`config.mk`:
```
export PLATFORM = sky130hd
export DESIGN_NAME = fc_score_layer
export DESIGN_NICKNAME = d
export VERILOG_FILES = /design/src/rtl/cnn_pkg.sv /design/src/rtl/fc_mac_lane.sv /design/src/rtl/fc_score_layer.sv
export SDC_FILE = /design/constraint.sdc
export NUM_CORES = 2
export LEC_CHECK = 0
export CAP_MARGIN = 30
export CELL_PAD_IN_SITES_DETAIL_PLACEMENT = 0
export CELL_PAD_IN_SITES_GLOBAL_PLACEMENT = 1
export CORE_MARGIN = 5
export CORE_UTILIZATION = 50
export CTS_CLUSTER_SIZE = 8
export DETAILED_ROUTE_END_ITERATION = 12
export GPL_TIMING_DRIVEN = 0
export PLACE_DENSITY = 0.94
export SYNTH_ARGS = -nofsm -noshare
export SYNTH_HDL_FRONTEND = slang
export SYNTH_HIERARCHICAL = 1
export SYNTH_SLANG_ARGS = --single-unit
export TNS_END_PERCENT = 5
```
`constraint.sdc`:
```
create_clock -name clk -period 9.95 [get_ports clk]
set_clock_uncertainty 0.2 [all_clocks]
set_input_delay 1.99 -clock clk [delete_from_list [all_inputs] [get_ports clk]]
set_output_delay 1.99 -clock clk [all_outputs]
set_load 0.01 [all_outputs]
```
`src/rtl/cnn_pkg.sv`:
```
// Shared constants, FSM state type and sizing helper for the CNN datapath.
// Used by fc_score_layer and its fc_mac_lane multiply-accumulate lanes.
package cnn_pkg;

    localparam int NUM_CLASSES = 4;
    localparam int FEAT_W      = 16;
    localparam int WW_DEF      = 8;

    typedef enum logic [1:0] {
        ST_IDLE = 2'd0,
        ST_ACC  = 2'd1,
        ST_OUT  = 2'd2
    } fc_state_e;

    // Wide enough that N_IN full-scale products never overflow.
    function automatic int acc_width(input int n_in, input int ww);
        return FEAT_W + ww + $clog2(n_in);
    endfunction

endpackage

```
`src/rtl/fc_mac_lane.sv`:
```
// One signed MAC lane: accumulate, then shift/saturate/optional ReLU into a score.
// The FC_RELU_EN macro clamps negative scores to zero.
module fc_mac_lane
    import cnn_pkg::*;
#(
    parameter int WW    = WW_DEF,
    parameter int AW    = 32,
    parameter int SHIFT = 0
) (
    input  logic                     clk,
    input  logic                     rst,
    input  logic                     i_clr,
    input  logic                     i_en,
    input  logic                     i_load,
    input  logic signed [FEAT_W-1:0] i_data,
    input  logic signed [WW-1:0]     i_w,
    output logic        [FEAT_W-1:0] o_score
);

    localparam int PW = FEAT_W + WW;
    localparam logic signed [AW-1:0] SAT_MAX = AW'(32767);
    localparam logic signed [AW-1:0] SAT_MIN = AW'(-32768);

    logic signed [PW-1:0]     w_prod;
    logic signed [AW-1:0]     w_sum;
    logic signed [AW-1:0]     w_shr;
    logic        [FEAT_W-1:0] w_sat;
    logic        [FEAT_W-1:0] w_score;
    logic signed [AW-1:0]     r_acc;
    logic        [FEAT_W-1:0] r_score;

    assign w_prod = i_data * i_w;
    assign w_sum  = r_acc + {{(AW-PW){w_prod[PW-1]}}, w_prod};
    assign w_shr  = w_sum >>> SHIFT;

    // The score is taken from the sum including the final beat.
    always_comb begin
        w_sat = w_shr[FEAT_W-1:0];
        if (w_shr > SAT_MAX) begin
            w_sat = 16'h7FFF;
        end else if (w_shr < SAT_MIN) begin
            w_sat = 16'h8000;
        end
`ifdef FC_RELU_EN
        w_score = w_sat[FEAT_W-1] ? '0 : w_sat;
`else
        w_score = w_sat;
`endif
    end

    always_ff @(posedge clk or posedge rst) begin
        if (rst) begin
            r_acc   <= '0;
            r_score <= '0;
        end else begin
            if (i_clr) begin
                r_acc <= '0;
            end else if (i_en) begin
                r_acc <= w_sum;
            end
            if (i_load) begin
                r_score <= w_score;
            end
        end
    end

    assign o_score = r_score;

endmodule

```
`src/rtl/fc_score_layer.sv`:
```
// Final FC layer: streams N_IN feature beats against four weight lanes, emits class scores.
// Define FC_RELU_EN to clamp scores to [0, 32767] for the unsigned classifier stage.
module fc_score_layer
    import cnn_pkg::*;
#(
    parameter int N_IN  = 16,
    parameter int WW    = WW_DEF,
    parameter int SHIFT = 0
) (
    input  logic                      clk,
    input  logic                      rst,
    input  logic                      in_valid,
    output logic                      in_ready,
    input  logic [FEAT_W-1:0]         in_data,
    input  logic [NUM_CLASSES*WW-1:0] in_w,
    input  logic                      in_last,
    output logic                      o_valid,
    input  logic                      o_ready,
    output logic [FEAT_W-1:0]         o_data_0,
    output logic [FEAT_W-1:0]         o_data_1,
    output logic [FEAT_W-1:0]         o_data_2,
    output logic [FEAT_W-1:0]         o_data_3,
    output logic                      o_frame_err
);

    localparam int AW = acc_width(N_IN, WW);
    localparam int CW = $clog2(N_IN + 1);

    fc_state_e       r_state;
    fc_state_e       w_next;
    logic [CW-1:0]   r_cnt;
    logic            r_frame_err;
    logic            w_beat;
    logic            w_cnt_end;
    logic            w_last_beat;
    logic            w_clr;
    logic [FEAT_W-1:0] w_score [NUM_CLASSES];

    assign w_beat      = in_valid && in_ready;
    assign w_cnt_end   = (r_cnt == CW'(N_IN - 1));
    assign w_last_beat = w_beat && w_cnt_end;
    assign w_clr       = o_valid && o_ready;

    always_ff @(posedge clk or posedge rst) begin
        if (rst) begin
            r_state <= ST_IDLE;
        end else begin
            r_state <= w_next;
        end
    end

    always_comb begin
        w_next = r_state;
        unique case (r_state)
            ST_IDLE: if (w_beat) w_next = ST_ACC;
            ST_ACC:  if (w_last_beat) w_next = ST_OUT;
            ST_OUT:  if (o_ready) w_next = ST_IDLE;
            default: w_next = ST_IDLE;
        endcase
    end

    always_comb begin
        in_ready = (r_state != ST_OUT);
        o_valid  = (r_state == ST_OUT);
    end

    // in_last is advisory only; the beat count decides where a frame ends.
    always_ff @(posedge clk or posedge rst) begin
        if (rst) begin
            r_cnt       <= '0;
            r_frame_err <= 1'b0;
        end else begin
            r_frame_err <= w_beat && (in_last != w_cnt_end);
            if (w_clr) begin
                r_cnt <= '0;
            end else if (w_beat) begin
                r_cnt <= r_cnt + 1'b1;
            end
        end
    end

    for (genvar k = 0; k < NUM_CLASSES; k++) begin : g_lane
        fc_mac_lane #(
            .WW    (WW),
            .AW    (AW),
            .SHIFT (SHIFT)
        ) u_lane (
            .clk     (clk),
            .rst     (rst),
            .i_clr   (w_clr),
            .i_en    (w_beat),
            .i_load  (w_last_beat),
            .i_data  (in_data),
            .i_w     (in_w[k*WW +: WW]),
            .o_score (w_score[k])
        );
    end

    assign o_data_0    = w_score[0];
    assign o_data_1    = w_score[1];
    assign o_data_2    = w_score[2];
    assign o_data_3    = w_score[3];
    assign o_frame_err = r_frame_err;

endmodule

```
---- Word-level counts from Yosys, hierarchy flattened ----
Index checks and enable logic that the tools add are counted.
operators by class
  add/subtract/negate cells ............... 5
  $mul .................................... 4
  $lt $le $gt $ge ......................... 8
  equal/unequal tests ..................... 8
  muxes and demuxes ....................... 22
  reductions and logical operators ........ 7
operator list
  kind                                                          count
  two-way mux 28 bit                                            8
  two-way mux 16 bit                                            8
  adder 28 bit                                                  4
  > comparator 28 x 16 -> 1 bit, second input constant          4
  less-than comparator 28 x 16 -> 1 bit, second input constant  4
  multiplier 16 x 8 -> 24 bit                                   4
  two-way mux 5 bit                                             2
  two-way mux 2 bit                                             3
  one-hot mux 2 bit (3 select lines)                            1
  adder 5 x 1 -> 5 bit, second input constant                   1
  equality test 5 x 4 -> 1 bit, second input constant           1
  logical AND 1 bit                                             4
  inequality test 2 x 1 -> 1 bit, second input constant         2
  inequality test 2 bit, second input constant                  2
  AND reduction 3 bit                                           1
  equality test 2 x 1 -> 1 bit, second input constant           1
  equality test 2 bit, second input constant                    1
  logical NOT 2 bit                                             1
  nonzero test 2 bit                                            1
  inequality test 1 bit                                         1
storage, ports and cells
  flip-flop bits (word level) ............. 184
  input bits .............................. 53
  output and inout bits ................... 67
  logic and storage cells ................. 65

---- Logic depth before layout (Yosys ltp) ----
  word-level depth ........................ 5
  mapped depth ............................ 33
  mapped depth without buffers ............ 31

---- Modules after synthesis ----
The synthesis kept the hierarchy.
by module, submodules not included
  module                               instances  cells each  area each (µm²)  sequential area each (µm²)
  fc_mac_lane at g_lane[0].u_lane ...  2          969         8234.1           1101.1
  fc_mac_lane at g_lane[2].u_lane      1          916         8136.6           1101.1
  fc_mac_lane at g_lane[3].u_lane      1          920         8041.5           1101.1
  fc_score_layer                       1          40          432.9            200.2

---- Least setup slack after synthesis ----
Ideal clock, no wire load.
  path kind ............................... input to register
  start ................................... in in_w[31]
  end ..................................... reg g_lane[3].u_lane.r_score[1]
  library setup time ...................... 0.138 ns
  arrival time ............................ 9.307 ns
  data required time ...................... 9.612 ns
  setup slack ............................. 0.305 ns
  cell stages on the path ................. 31
  buffers on the path ..................... 2
  path through ............................ inv_1 > buf_1 > fa_1 > fa_1 > inv_1 > fa_1 > inv_1 > fa_1 > inv_1 > ha_1 > a21oi_1 > nor2b_1 > o21a_1 > o41ai_1 > o21ai_0 > or4_1 > a311oi_1 > o21bai_1 > xor2_1 > ha_1 > a21o_1 > a21o_1 > a21oi_1 > o21ai_0 > mux2_2 > a311oi_1 > or4b_4 > a2111oi_4 > a22o_4 > buf_6 > o22ai_1
between the ends
  word-level cells in the longest chain between the ends .. 5
  elaborated cells between the ends (all ways) .. 6
  classes of those cells .................. add/sub: 1; mul: 1; order compare: 2; mux: 2
RTL lines
  what                                   line                  RTL
  start: declaration                     fc_score_layer.sv:15  input logic [NUM_CLASSES*WW-1:0] in_w,
  multiplier 16 x 8 -> 24 bit (*)        fc_mac_lane.sv:32     assign w_prod = i_data * i_w;
  adder 28 bit (*)                       fc_mac_lane.sv:33     assign w_sum = r_acc + {{(AW-PW){w_prod[PW-1]}}, w_prod};
  less-than comparator 28 x 16 -> 1 bit  fc_mac_lane.sv:41     end else if (w_shr < SAT_MIN) begin
  two-way mux 16 bit                     fc_mac_lane.sv:41
  two-way mux 16 bit (*)                 fc_mac_lane.sv:39     if (w_shr > SAT_MAX) begin
  end signal: assignment                 fc_mac_lane.sv:62     r_score <= w_score;
  end: declaration                       fc_mac_lane.sv:30     logic [FEAT_W-1:0] r_score;
Mark *: on every way between the ends. The rest lies on a longest branch, timed or not.
A chain may end at the register's enable or synchronous reset.

---- Final worst setup path ----
  start ................................... in in_data[14]
  end ..................................... reg g_lane[3].u_lane.r_score[3]
between the ends
  word-level cells in the longest chain between the ends .. 5
  elaborated cells between the ends (all ways) .. 6
  classes of those cells .................. add/sub: 1; mul: 1; order compare: 2; mux: 2
RTL lines
  what                                   line                  RTL
  start: declaration                     fc_score_layer.sv:14  input logic [FEAT_W-1:0] in_data,
  multiplier 16 x 8 -> 24 bit (*)        fc_mac_lane.sv:32
  adder 28 bit (*)                       fc_mac_lane.sv:33
  less-than comparator 28 x 16 -> 1 bit  fc_mac_lane.sv:41
  two-way mux 16 bit                     fc_mac_lane.sv:41
  two-way mux 16 bit (*)                 fc_mac_lane.sv:39
Marked as above.

==> reports/results.ini <==
[synth]
synth_largest_type_area_fraction_pct=25.2
synthArstFlopShare_pct=100
synthesis.yosys.warnings=6
synth.area.top_cells=sky130_fd_sc_hd__fa_1, sky130_fd_sc_hd__dfrtp_1, sky130_fd_sc_hd__ha_1
post_synth_num_cell_types=108
synthMostInstantiatedCell=sky130_fd_sc_hd__inv_1
synth_seq_area_share_pct=13.9
synth-edff-count=0
synth_ff_type=sky130_fd_sc_hd__dfrtp_1
syn-cell-area_mm2=0.0331
synth.avg_cell_area_um2=8.67
synth_top_cells_by_count=sky130_fd_sc_hd__inv_1, sky130_fd_sc_hd__fa_1, sky130_fd_sc_hd__and2_1, sky130_fd_sc_hd__nor2_1, sky130_fd_sc_hd__ha_1
syn_inst=3814
postSynthNetCount=4585
yosysTopAreaCell=sky130_fd_sc_hd__fa_1
postSynthRegisterBits=184

[finish]
area_growth_pct=11.1
fin_nets=4747
share_of_layout_cells_above_drive_strength_1_pct=6.54
filler_cell_count=5848
final_core_util_pct=55.9

[global_route]
grt_pass1_vias=27100
first_pass_grt_wire_length_um=138000
grt_util_all_layers_pct=23.3
grt_start_max_net_pins=35
overflow=0
antenna_violations_before_repair=5

[timing]
fmax_mhz=104
timing_max_transition_violations_final=0
finalHoldViolCount=0
post-route-period-util_pct=97.0
slew-limit-headroom_pct=42.1
worstMarginPinSlew_ps=869
finalWorstPathRequiredPeriod_ps=9650
final-setup-viol-count=0

[setup_path]
worst-endpoint-arrival_ps=9820
rr_startpoint=g_lane[3].u_lane/r_acc[0]
timing_worst_setup_path_type=input port to flop
timing.critical_path.slowest_stage_cell=sky130_fd_sc_hd__clkdlybuf4s50_1
critical-path-max-stage-delay_ps=810
data_required_time_of_the_worst_path_ps=10110
crit_path_frequent_cell=sky130_fd_sc_hd__fa_1
critical_path.startpoint=in_data[14]
max_fo_critical_path=24
start_kind=input port
critical_path.endpoint_type=flop

[detailed_routing]
mean_routed_wirelength_per_cell_um=16.8
dr_total_vias=26600
detail_route.wirelength_um=81600
drtPass1Iterations=6
final_antenna_net_count=0
drc=0
first_iter_violations=1565
viasPerCell=5.47

[floorplanning]
die_w_um=267
initial_core_utilization_pct=50.3
io_pins=120
placementRows=94
chipHeight_um=267
standard_cell_core_area_mm2=0.0657
die_ar_mm2=0.0714

[placed_design]
post-dp-hpwl_um=66800
number_of_buffers_inserted_by_port_buffering=119
routabilityCongestion=0.919

[clock_network]
clk_pin_slew_ps=80
cts-htree-levels=4
clock-root-buffer=sky130_fd_sc_hd__clkbuf_16
clk-insertion-delay-late_ps=480
cts_sinks=184
cts_hold_fix_bufs=0
cts_buffers=17
cts-root-to-sink-buffers=2
cts_tree=yes

[run_status]
run_status=complete, no violations

[worst_hold_path]
min_path_type=flop to flop
worstHoldStart=r_cnt[3]

[run]
cap_viol_max_count=0

==> area by class of cell <==
class	count	area, um2	share of cell area [%]
multi-input cells	2896	25900	70.4
flip-flops and latches	184	4600	12.5
inverters	632	2370	6.46
repair buffers	143	1620	4.41
well taps	864	1080	2.94
plain buffers	102	611	1.66
clock buffers	18	439	1.20
clock inverters	13	134	0.364
diodes	3	7.51	0.0204
==> through the flow <==
step	setup TNS [ps]	instances	cell area (um2)	setup slack (ps)	hold WS, ps
after detailed placement	-65140	4815	35800	-2000	266
after CTS	0	4847	36500	8.74	277
after global placement	-93930	4797	35400	-2240	261
after global routing	-50.7	4853	36700	-20.6	307
final	0	4855	36700	296	278
after floorplan	0	3814	33100	305	237
==> worst max-delay path, delay by kind of cell <==
| kind | cells | cell delay [ps] |
|---|---|---|
| xor gates and xnor gates | 1 | 430 |
| and+or+nand+nor | 3 | 700 |
| adders and majority gates | 6 | 2690 |
| AOI/OAI and AO/OA | 12 | 2240 |
| buffers and inverters | 7 | 1740 |
==> registers in the layout, indices dropped and copies added (netlist names) <==
name,count
r_state,2
g_lane.u_lane/r_acc,112
g_lane.u_lane/o_score,64
o_frame_err,1
r_cnt,5
==> layer usage <==
layer	global-route usage, %	up-vias	part of all wire, %
met5	0	-	0.016
met4	6.38	2	2.6
met3	2.77	131	4.1
met2	39.3	598	48
met1	32.0	13000	45
li1	-	12800	-
==> timing repair <==
item / CTS / global route
buffers inserted: 1 / 5
pin swaps: 2 / 8
endpoints found under the setup margin: 63 / 61
hold endpoints to repair: 0 / 0
cloned: 0 / 0
gates resized for setup: 79 / 147
==> worst paths after layout <==
kind / depth (start not counted) / end / slack (ps)
worst max-delay path: 29 / g_lane[3].u_lane/o_score[3] / 300
worst min register to register: 1 / r_cnt[3] / 280
min in group asynchronous: 2 / g_lane[3].u_lane/r_acc[21] / 2060
max in group asynchronous: 3 / g_lane[0].u_lane/o_score[15] / 6920
worst max register to register: 14 / g_lane[3].u_lane/o_score[3] / 5530
worst min-delay path: 1 / r_cnt[3] / 280
==> placed cells by master, fill, tap and decap left out, types with 10 or more instances in the layout <==
| cell | n |
|---|---|
| sky130_fd_sc_hd__clkbuf_16 | 17 |
| sky130_fd_sc_hd__dfrtp_1 | 184 |
| sky130_fd_sc_hd__o21a_1 | 34 |
| sky130_fd_sc_hd__clkdlybuf4s50_1 | 76 |
| sky130_fd_sc_hd__nand3_1 | 40 |
| sky130_fd_sc_hd__xnor2_1 | 130 |
| sky130_fd_sc_hd__clkbuf_4 | 19 |
| sky130_fd_sc_hd__nor2b_1 | 21 |
| sky130_fd_sc_hd__nor2_1 | 322 |
| sky130_fd_sc_hd__clkbuf_1 | 41 |
| sky130_fd_sc_hd__buf_4 | 10 |
| sky130_fd_sc_hd__inv_1 | 620 |
| sky130_fd_sc_hd__mux2i_1 | 84 |
| sky130_fd_sc_hd__xor2_1 | 36 |
| sky130_fd_sc_hd__and3_1 | 30 |
| sky130_fd_sc_hd__or3_1 | 17 |
| sky130_fd_sc_hd__buf_2 | 22 |
| sky130_fd_sc_hd__o211ai_1 | 11 |
| sky130_fd_sc_hd__fa_1 | 416 |
| sky130_fd_sc_hd__ha_1 | 300 |
| sky130_fd_sc_hd__and2_1 | 374 |
| sky130_fd_sc_hd__o21bai_1 | 33 |
| sky130_fd_sc_hd__nor3_1 | 48 |
| sky130_fd_sc_hd__nor4_1 | 15 |
| sky130_fd_sc_hd__o22ai_1 | 23 |
| sky130_fd_sc_hd__a21o_1 | 63 |
| sky130_fd_sc_hd__o211ai_2 | 23 |
| sky130_fd_sc_hd__o21ai_0 | 120 |
| sky130_fd_sc_hd__dlymetal6s2s_1 | 23 |
| sky130_fd_sc_hd__nand2_1 | 267 |
| sky130_fd_sc_hd__nand4_1 | 37 |
| sky130_fd_sc_hd__a211oi_1 | 39 |
| sky130_fd_sc_hd__a21oi_1 | 156 |
| sky130_fd_sc_hd__o32ai_1 | 12 |
| sky130_fd_sc_hd__clkbuf_2 | 17 |
| sky130_fd_sc_hd__buf_16 | 10 |
| sky130_fd_sc_hd__nand2b_1 | 33 |
==> cells by family (layout without fill, tap and decap cells) <==
family                   Yosys count  count (layout)  synth area share [%]
AO/OA/AOI/OAI                    658             658                  14.1
XOR/XNOR                         171             171                  4.57
adder cells (fa/ha/maj)          718             718                  36.6
buffers and inverters            734             908                  8.62
flip-flops                       184             184                  13.9
multiplexers                      87              87                  2.66
other                              0               3                     0
AND/OR/NAND/NOR                 1262            1262                  19.5
Power is not shown: default switching activity piles up to over one toggle a cycle in this logic, so the estimate is an artifact.
